**src/rtl/rom_burst_reader.sv**
```systemverilog
`default_nettype none
// ============================================================================
// rom_burst_reader: walks a synchronous ROM for a burst and streams the words
// through a 2-entry valid/ready buffer. Optional: ROM_BURST_READER_CHECKSUM_EN.
// Revision: 1.0
// ============================================================================
module rom_burst_reader #(
  parameter int ADDR_WIDTH = 8,
  parameter int DATA_WIDTH = 32
) (
  input  logic                  clk,
  input  logic                  rst,
  input  logic                  start,
  input  logic [ADDR_WIDTH-1:0] base_addr,
  input  logic [ADDR_WIDTH:0]   length,
  output logic                  busy,
  output logic                  done,
  output logic [ADDR_WIDTH-1:0] rom_addr,
  output logic                  rom_enable,
  input  logic [DATA_WIDTH-1:0] rom_data,
  output logic [DATA_WIDTH-1:0] out_data,
  output logic                  out_valid,
  input  logic                  out_ready,
  output logic                  out_last
`ifdef ROM_BURST_READER_CHECKSUM_EN
  ,
  output logic [DATA_WIDTH-1:0] checksum
`endif
);

  localparam logic [1:0]          S_IDLE  = 2'd0;
  localparam logic [1:0]          S_READ  = 2'd1;
  localparam logic [1:0]          S_DRAIN = 2'd2;
  localparam logic [ADDR_WIDTH:0] C_ONE   = {{ADDR_WIDTH{1'b0}}, 1'b1};

  logic [1:0]            state_q, state_d;
  logic [ADDR_WIDTH-1:0] base_q, base_d;
  logic [ADDR_WIDTH:0]   len_q, len_d;
  logic [ADDR_WIDTH:0]   issued_q, issued_d;
  logic                  inflight_q, inflight_d;
  logic                  inflight_last_q, inflight_last_d;
  logic                  done_q, done_d;
  logic [DATA_WIDTH-1:0] mem_q [2];
  logic [DATA_WIDTH-1:0] mem_d [2];
  logic [1:0]            last_q, last_d;
  logic                  wr_ptr_q, wr_ptr_d;
  logic                  rd_ptr_q, rd_ptr_d;
  logic [1:0]            count_q, count_d;

  logic                  w_valid;
  logic                  w_pop;
  logic [2:0]            w_occupancy;
  logic                  w_issue;
  logic                  w_issue_last;
  logic                  w_start_ok;
  logic                  w_finish;

  assign w_valid      = (count_q != 2'd0);
  assign w_pop        = w_valid & out_ready;
  // Words held plus words already requested, net of the one leaving this cycle.
  assign w_occupancy  = {1'b0, count_q} + {2'b00, inflight_q} - {2'b00, w_pop};
  assign w_issue      = (state_q == S_READ) && (w_occupancy < 3'd2);
  assign w_issue_last = ((issued_q + C_ONE) == len_q);
  assign w_start_ok   = (state_q == S_IDLE) && start;
  assign w_finish     = (state_q == S_DRAIN) && !inflight_q && (count_d == 2'd0);

  // State register
  always_ff @(posedge clk) begin
    if (rst) state_q <= S_IDLE;
    else     state_q <= state_d;
  end

  // Next-state logic
  always_comb begin
    state_d = state_q;
    case (state_q)
      S_IDLE:  if (start && (length != '0)) state_d = S_READ;
      S_READ:  if (w_issue && w_issue_last) state_d = S_DRAIN;
      S_DRAIN: if (w_finish)                state_d = S_IDLE;
      default:                              state_d = S_IDLE;
    endcase
  end

  // Output logic
  always_comb begin
    busy       = (state_q != S_IDLE);
    done       = done_q;
    rom_enable = w_issue;
    rom_addr   = base_q + issued_q[ADDR_WIDTH-1:0];
    out_valid  = w_valid;
    out_data   = mem_q[rd_ptr_q];
    out_last   = w_valid & last_q[rd_ptr_q];
  end

  // Datapath next values
  always_comb begin
    base_d          = base_q;
    len_d           = len_q;
    issued_d        = issued_q;
    if (w_start_ok && (length != '0)) begin
      base_d   = base_addr;
      len_d    = length;
      issued_d = '0;
    end else if (w_issue) begin
      issued_d = issued_q + C_ONE;
    end
    inflight_d      = w_issue;
    inflight_last_d = w_issue && w_issue_last;
    mem_d           = mem_q;
    last_d          = last_q;
    // rom_data is only meaningful the cycle after an issue.
    if (inflight_q) begin
      mem_d[wr_ptr_q]  = rom_data;
      last_d[wr_ptr_q] = inflight_last_q;
    end
    wr_ptr_d = wr_ptr_q ^ inflight_q;
    rd_ptr_d = rd_ptr_q ^ w_pop;
    count_d  = count_q + {1'b0, inflight_q} - {1'b0, w_pop};
    done_d   = (w_start_ok && (length == '0)) || w_finish;
  end

  always_ff @(posedge clk) begin
    if (rst) begin
      base_q          <= '0;
      len_q           <= '0;
      issued_q        <= '0;
      inflight_q      <= 1'b0;
      inflight_last_q <= 1'b0;
      done_q          <= 1'b0;
      mem_q[0]        <= '0;
      mem_q[1]        <= '0;
      last_q          <= '0;
      wr_ptr_q        <= 1'b0;
      rd_ptr_q        <= 1'b0;
      count_q         <= '0;
    end else begin
      base_q          <= base_d;
      len_q           <= len_d;
      issued_q        <= issued_d;
      inflight_q      <= inflight_d;
      inflight_last_q <= inflight_last_d;
      done_q          <= done_d;
      mem_q           <= mem_d;
      last_q          <= last_d;
      wr_ptr_q        <= wr_ptr_d;
      rd_ptr_q        <= rd_ptr_d;
      count_q         <= count_d;
    end
  end

`ifdef ROM_BURST_READER_CHECKSUM_EN
  logic [DATA_WIDTH-1:0] checksum_q, checksum_d;

  always_comb begin
    checksum_d = checksum_q;
    if (w_start_ok)  checksum_d = '0;
    else if (w_pop)  checksum_d = checksum_q ^ mem_q[rd_ptr_q];
  end

  always_ff @(posedge clk) begin
    if (rst) checksum_q <= '0;
    else     checksum_q <= checksum_d;
  end

  assign checksum = checksum_q;
`endif

endmodule
`default_nettype wire

```
**config.mk**
```make
export PLATFORM = sky130hd
export DESIGN_NAME = rom_burst_reader
export DESIGN_NICKNAME = d
export VERILOG_FILES = /design/src/rtl/rom_burst_reader.sv
export SDC_FILE = /design/constraint.sdc
export NUM_CORES = 1
export LEC_CHECK = 0
export BUFFER_PORTS_ARGS = -buffer_cell sky130_fd_sc_hd__buf_2
export CORE_MARGIN = 2
export CORE_UTILIZATION = 43
export CTS_CLUSTER_DIAMETER = 60
export DETAILED_ROUTE_END_ITERATION = 8
export PLACE_DENSITY = 0.66
export SLEW_MARGIN = 20
export SYNTH_ARGS = -nofsm -noshare
export SYNTH_HDL_FRONTEND = slang
export SYNTH_SLANG_ARGS = --single-unit
```
**constraint.sdc**
```tcl
create_clock -name clk -period 5.7 [get_ports clk]
set_input_delay 1.14 -clock clk [delete_from_list [all_inputs] [get_ports clk]]
set_output_delay 1.14 -clock clk [all_outputs]
set_load 0.005 [all_outputs]
```
==> summary.md <==
| Metric | Value |
|---|---|
| First DRT Iteration DRCs | 174 |
| Die H | 108 um |
| Internal Pwr Total | 0.00117 W |
| Number of remaining DRC errors | 0 |
| Switching fraction of total power | 29.0% |
| List of cells traversed by the critical path | buf_2 -> and2_1 -> ha_1 -> inv_1 -> ha_1 -> fa_1 -> xnor2_1 -> or3_4 -> inv_2 -> buf_2 |
| Register-to-Register Path Depth | 13 |
| Number of enable flip-flop cells after synthesis | 0 |
| Count of warnings emitted by yosys | 0 |
| Kind of critical path | in2out |
| I/O pin count | 98 |
| Final worst path period share | 74.7% |
| Ranking of synthesized cells by instance count | 101 x dfxtp_1, 90 x nor2_1, 68 x mux2i_1 |
| Post-CTS Resized | 0 |
| Cell type of the slowest stage on the worst timing path | or3_4 |
| Most common cell in the netlist | dfxtp_1 |
| Category of the worst setup path launch point | input pin |
| Sum of negative setup slack | 0 ns |
| Area share of the leading cell type in the synthesized netlist | 43.8% |
| Insertion delay of the later-clocked pin in the worst-skew pair | 0.37 ns |
| Avg Vias per Cell | 4.94 |
| RSZ-0062 raised after global routing | false |
| Biggest area contributors in the synthesized netlist | dfxtp_1 44%, mux2i_1 15%, mux2_2 7.8% |
| Net switching power | 0.000478 W |
| ANT cells | 0 |
| Fraction of registers with async set or reset after synthesis | 0% |
| Startpoint of the lowest-slack register-to-register path | count_q[1] |
| Clock Tree Buf Depth | 2 |
| Startpoint of the most critical setup path | out_ready |
| Total cell area at the placement stage | 5180 um^2 |
| Number of global-route vias before repair | 3,435 |
| Depth of the worst hold-timing path | 2 |
| Number of slew-limit violations in the final report | 0 |
| Routed wire length | 9.70 mm |
| Count of non-filler cells in the finished layout | 718 |
| Port bufs | 97 |
| Part of the total power dissipated in the clock network | 27.8% |
| Remaining global-route overflow | 0 |
| Peak supply drop | 149 uV |
| Max_slew headroom | 37.1% |
| Clk root buf | clkbuf_8 |
| Synth Instances | 496 |
| Post-route cell area | 5400 um^2 |
| Die Wd | 108 um |
| Average cell area after synthesis | 9.31 um^2 |
| Syn_nets | 563 |
| Max-cap violation count | 0 |
| Inserted Clock Buffers | 9 |
| Rows | 37 |
| Cell type group with the largest total delay on the critical path | adder cells |
| Post-route antenna net violation count | 0 |
| Die outline area | 11,600 um^2 |
| Worst Hold Endpoint | base_q[4] |
| CORE AREA | 10,400 um^2 |
| Maximum clock rate | 0.235 GHz |
| Capture instance of the worst register-to-register path | state_q[1] |
| Setup violators final | 0 |
| Primary FF master, synth | dfxtp_1 |
| Flop pwr share | 48.9% |
| Initial antenna violation count | 0 |
| Placed insts | 702 |
| Via count | 3,547 |
| First-pass GRT wire length | 15.6 mm |
| Pwr per Cell Area | 306 nW/um^2 |
| Most area-hungry cell type in the Yosys netlist | dfxtp_1 |
| Data arrival time of the critical path | 3.12 ns |
| Area added between synthesis and finish | 17.0% |
| Kind of path behind the tightest hold check | reg2reg |
| Status | finished, final reports clean |
| HPWL after detailed placement | 6.79 mm |
| Sequential share of the synthesized area | 43.8% |
| H-tree levels | 3 |
| Leakage | 2.26 nW |
| FF-to-FF setup slack | 2.46 ns |
| Slowest cell delay on critical path | 0.40 ns |
| Critical path data required time | 4.56 ns |
| Setup Skew | 0.0101 ns |
| Final RePlAce weighted congestion | 0.829 |
| Post-synthesis cell type count | 38 |
| Layout cell share with drive strength beyond 1 | 26.5% |
| TritonCTS clock tree | yes |
| Crit path time final | 4.26 ns |
| Number of buffers inserted for hold repair after clock tree synthesis | 0 |
| Transition time at the pin with the least slew margin | 0.944 ns |
| All-Layer GR Usage | 17.0% |
| Routed wire length per instance | 13.5 um |
| Post-CTS repair timing setup buffer count | 0 |
| Sum of buffers and inverters on the critical path | 4 |
| Pin count of the biggest net entering global routing | 51 |
| TritonCTS Sinks | 101 |
| Number of synthesized register bits | 101 |
| Combinational group share of total power | 23.2% |
| Crit-path max FO | 9 |
| Total iterations of the first detailed-routing run | 4 |
| Worst Setup End Kind | primary output |
| Netlist Area Pre-Place | 4620 um^2 |
| Hold Startpoint | base_q[4] |
| Initial standard-cell utilization of the core | 44.5% |
| Final hold viol count | 0 |
| Clock slew at reported path FFs | 0.09 ns |
| Final layout net count | 644 |
[cell type report]
| class | instances | area, um^2 |
|---|---|---|
| inverter | 16 | 60.1 |
| timing repair buffer | 99 | 500 |
| fill | 993 | 4970 |
| multi-input combinational | 350 | 2450 |
| clock inverter | 4 | 55.1 |
| sequential | 101 | 2020 |
| clock buffer | 12 | 145 |
| tap | 136 | 170 |
[cells by family after synthesis]
logic type / after synthesis / synth area share, %
adder cells (fa/ha/maj): 14 / 4.12
AO/OA/AOI/OAI: 42 / 5.29
flip-flops: 101 / 43.8
AND/OR/NAND/NOR: 170 / 16.0
multiplexers: 100 / 22.6
buffers and inverters: 45 / 3.69
XOR/XNOR: 24 / 4.55
[tightest hold or removal path, delay by kind of cell, from the launching register on]
kind | cells | cell delay [ns]
flops | 1 | 0.32
simple gates | 1 | 0.05
compound gates | 1 | 0.05
[metal layers]
layer / routed length (um) / global-route usage (%) / vias up
met5: 0 / 0 / -
met4: 180 / 7.88 / 0
met3: 508 / 2.91 / 12
met2: 4390 / 27.2 / 82
met1: 4620 / 22.3 / 1628
li1: - / - / 1825
[sequential cells by signal, indices dropped and copies added (netlist names), 2 cells and up]
name	flops
last_q	2
mem_q	64
len_q	9
state_q	2
base_q	8
count_q	2
issued_q	9
[through the flow]
step / setup WS (ns) / utilization, % / hold slack [ns] / total power, W
after floorplan: 1.79 / - / 0.441 / 0.00108
after global routing: 1.34 / 52.1 / 0.493 / 0.00175
final: 1.44 / 52.1 / 0.465 / 0.00165
after global placement: 1.49 / 50.0 / 0.446 / 0.00119
after detailed placement: 1.43 / 50.0 / 0.452 / 0.00121
after CTS: 1.43 / 51.9 / 0.466 / 0.00167
[worst max path at each step]
stage,end,slack [ns],cells past startpoint
finish,rom_enable,1.44,10
global route,rom_enable,1.34,10
CTS,rom_enable,1.43,10
detailed placement,rom_enable,1.43,10
global placement,rom_enable,1.49,10
floorplan,rom_enable,1.79,8
[power groups by stage]
stage	registers, W	logic [W]	clock network, W
2_1_floorplan	0.000806	0.000274	0
3_3_place_gp	0.000819	0.000375	0
3_5_place_dp	0.000823	0.000385	0
4_1_cts	0.000807	0.000388	0.000476
5_1_grt	0.000817	0.000425	0.000506
6_report	0.000809	0.000384	0.000460
[cell usage in the layout (no fill, tap or decap), types with 2 or more instances in the layout]
master,instances
nor2_1,90
nand2_1,42
o22ai_1,2
nor2b_1,4
mux2_2,32
ha_1,10
buf_4,2
mux2i_1,68
inv_1,15
nor3b_1,3
a21boi_0,2
nand2b_1,3
o21ai_0,6
a21o_1,2
xor2_1,10
ha_4,2
xnor2_1,14
nand3_1,8
nor3_1,7
clkbuf_8,10
clkbuf_1,2
and3_1,4
nand4_1,2
a21oi_1,24
buf_2,97
o41ai_1,2
fa_1,2
dfxtp_1,101
(Power assumes the default switching activity.)
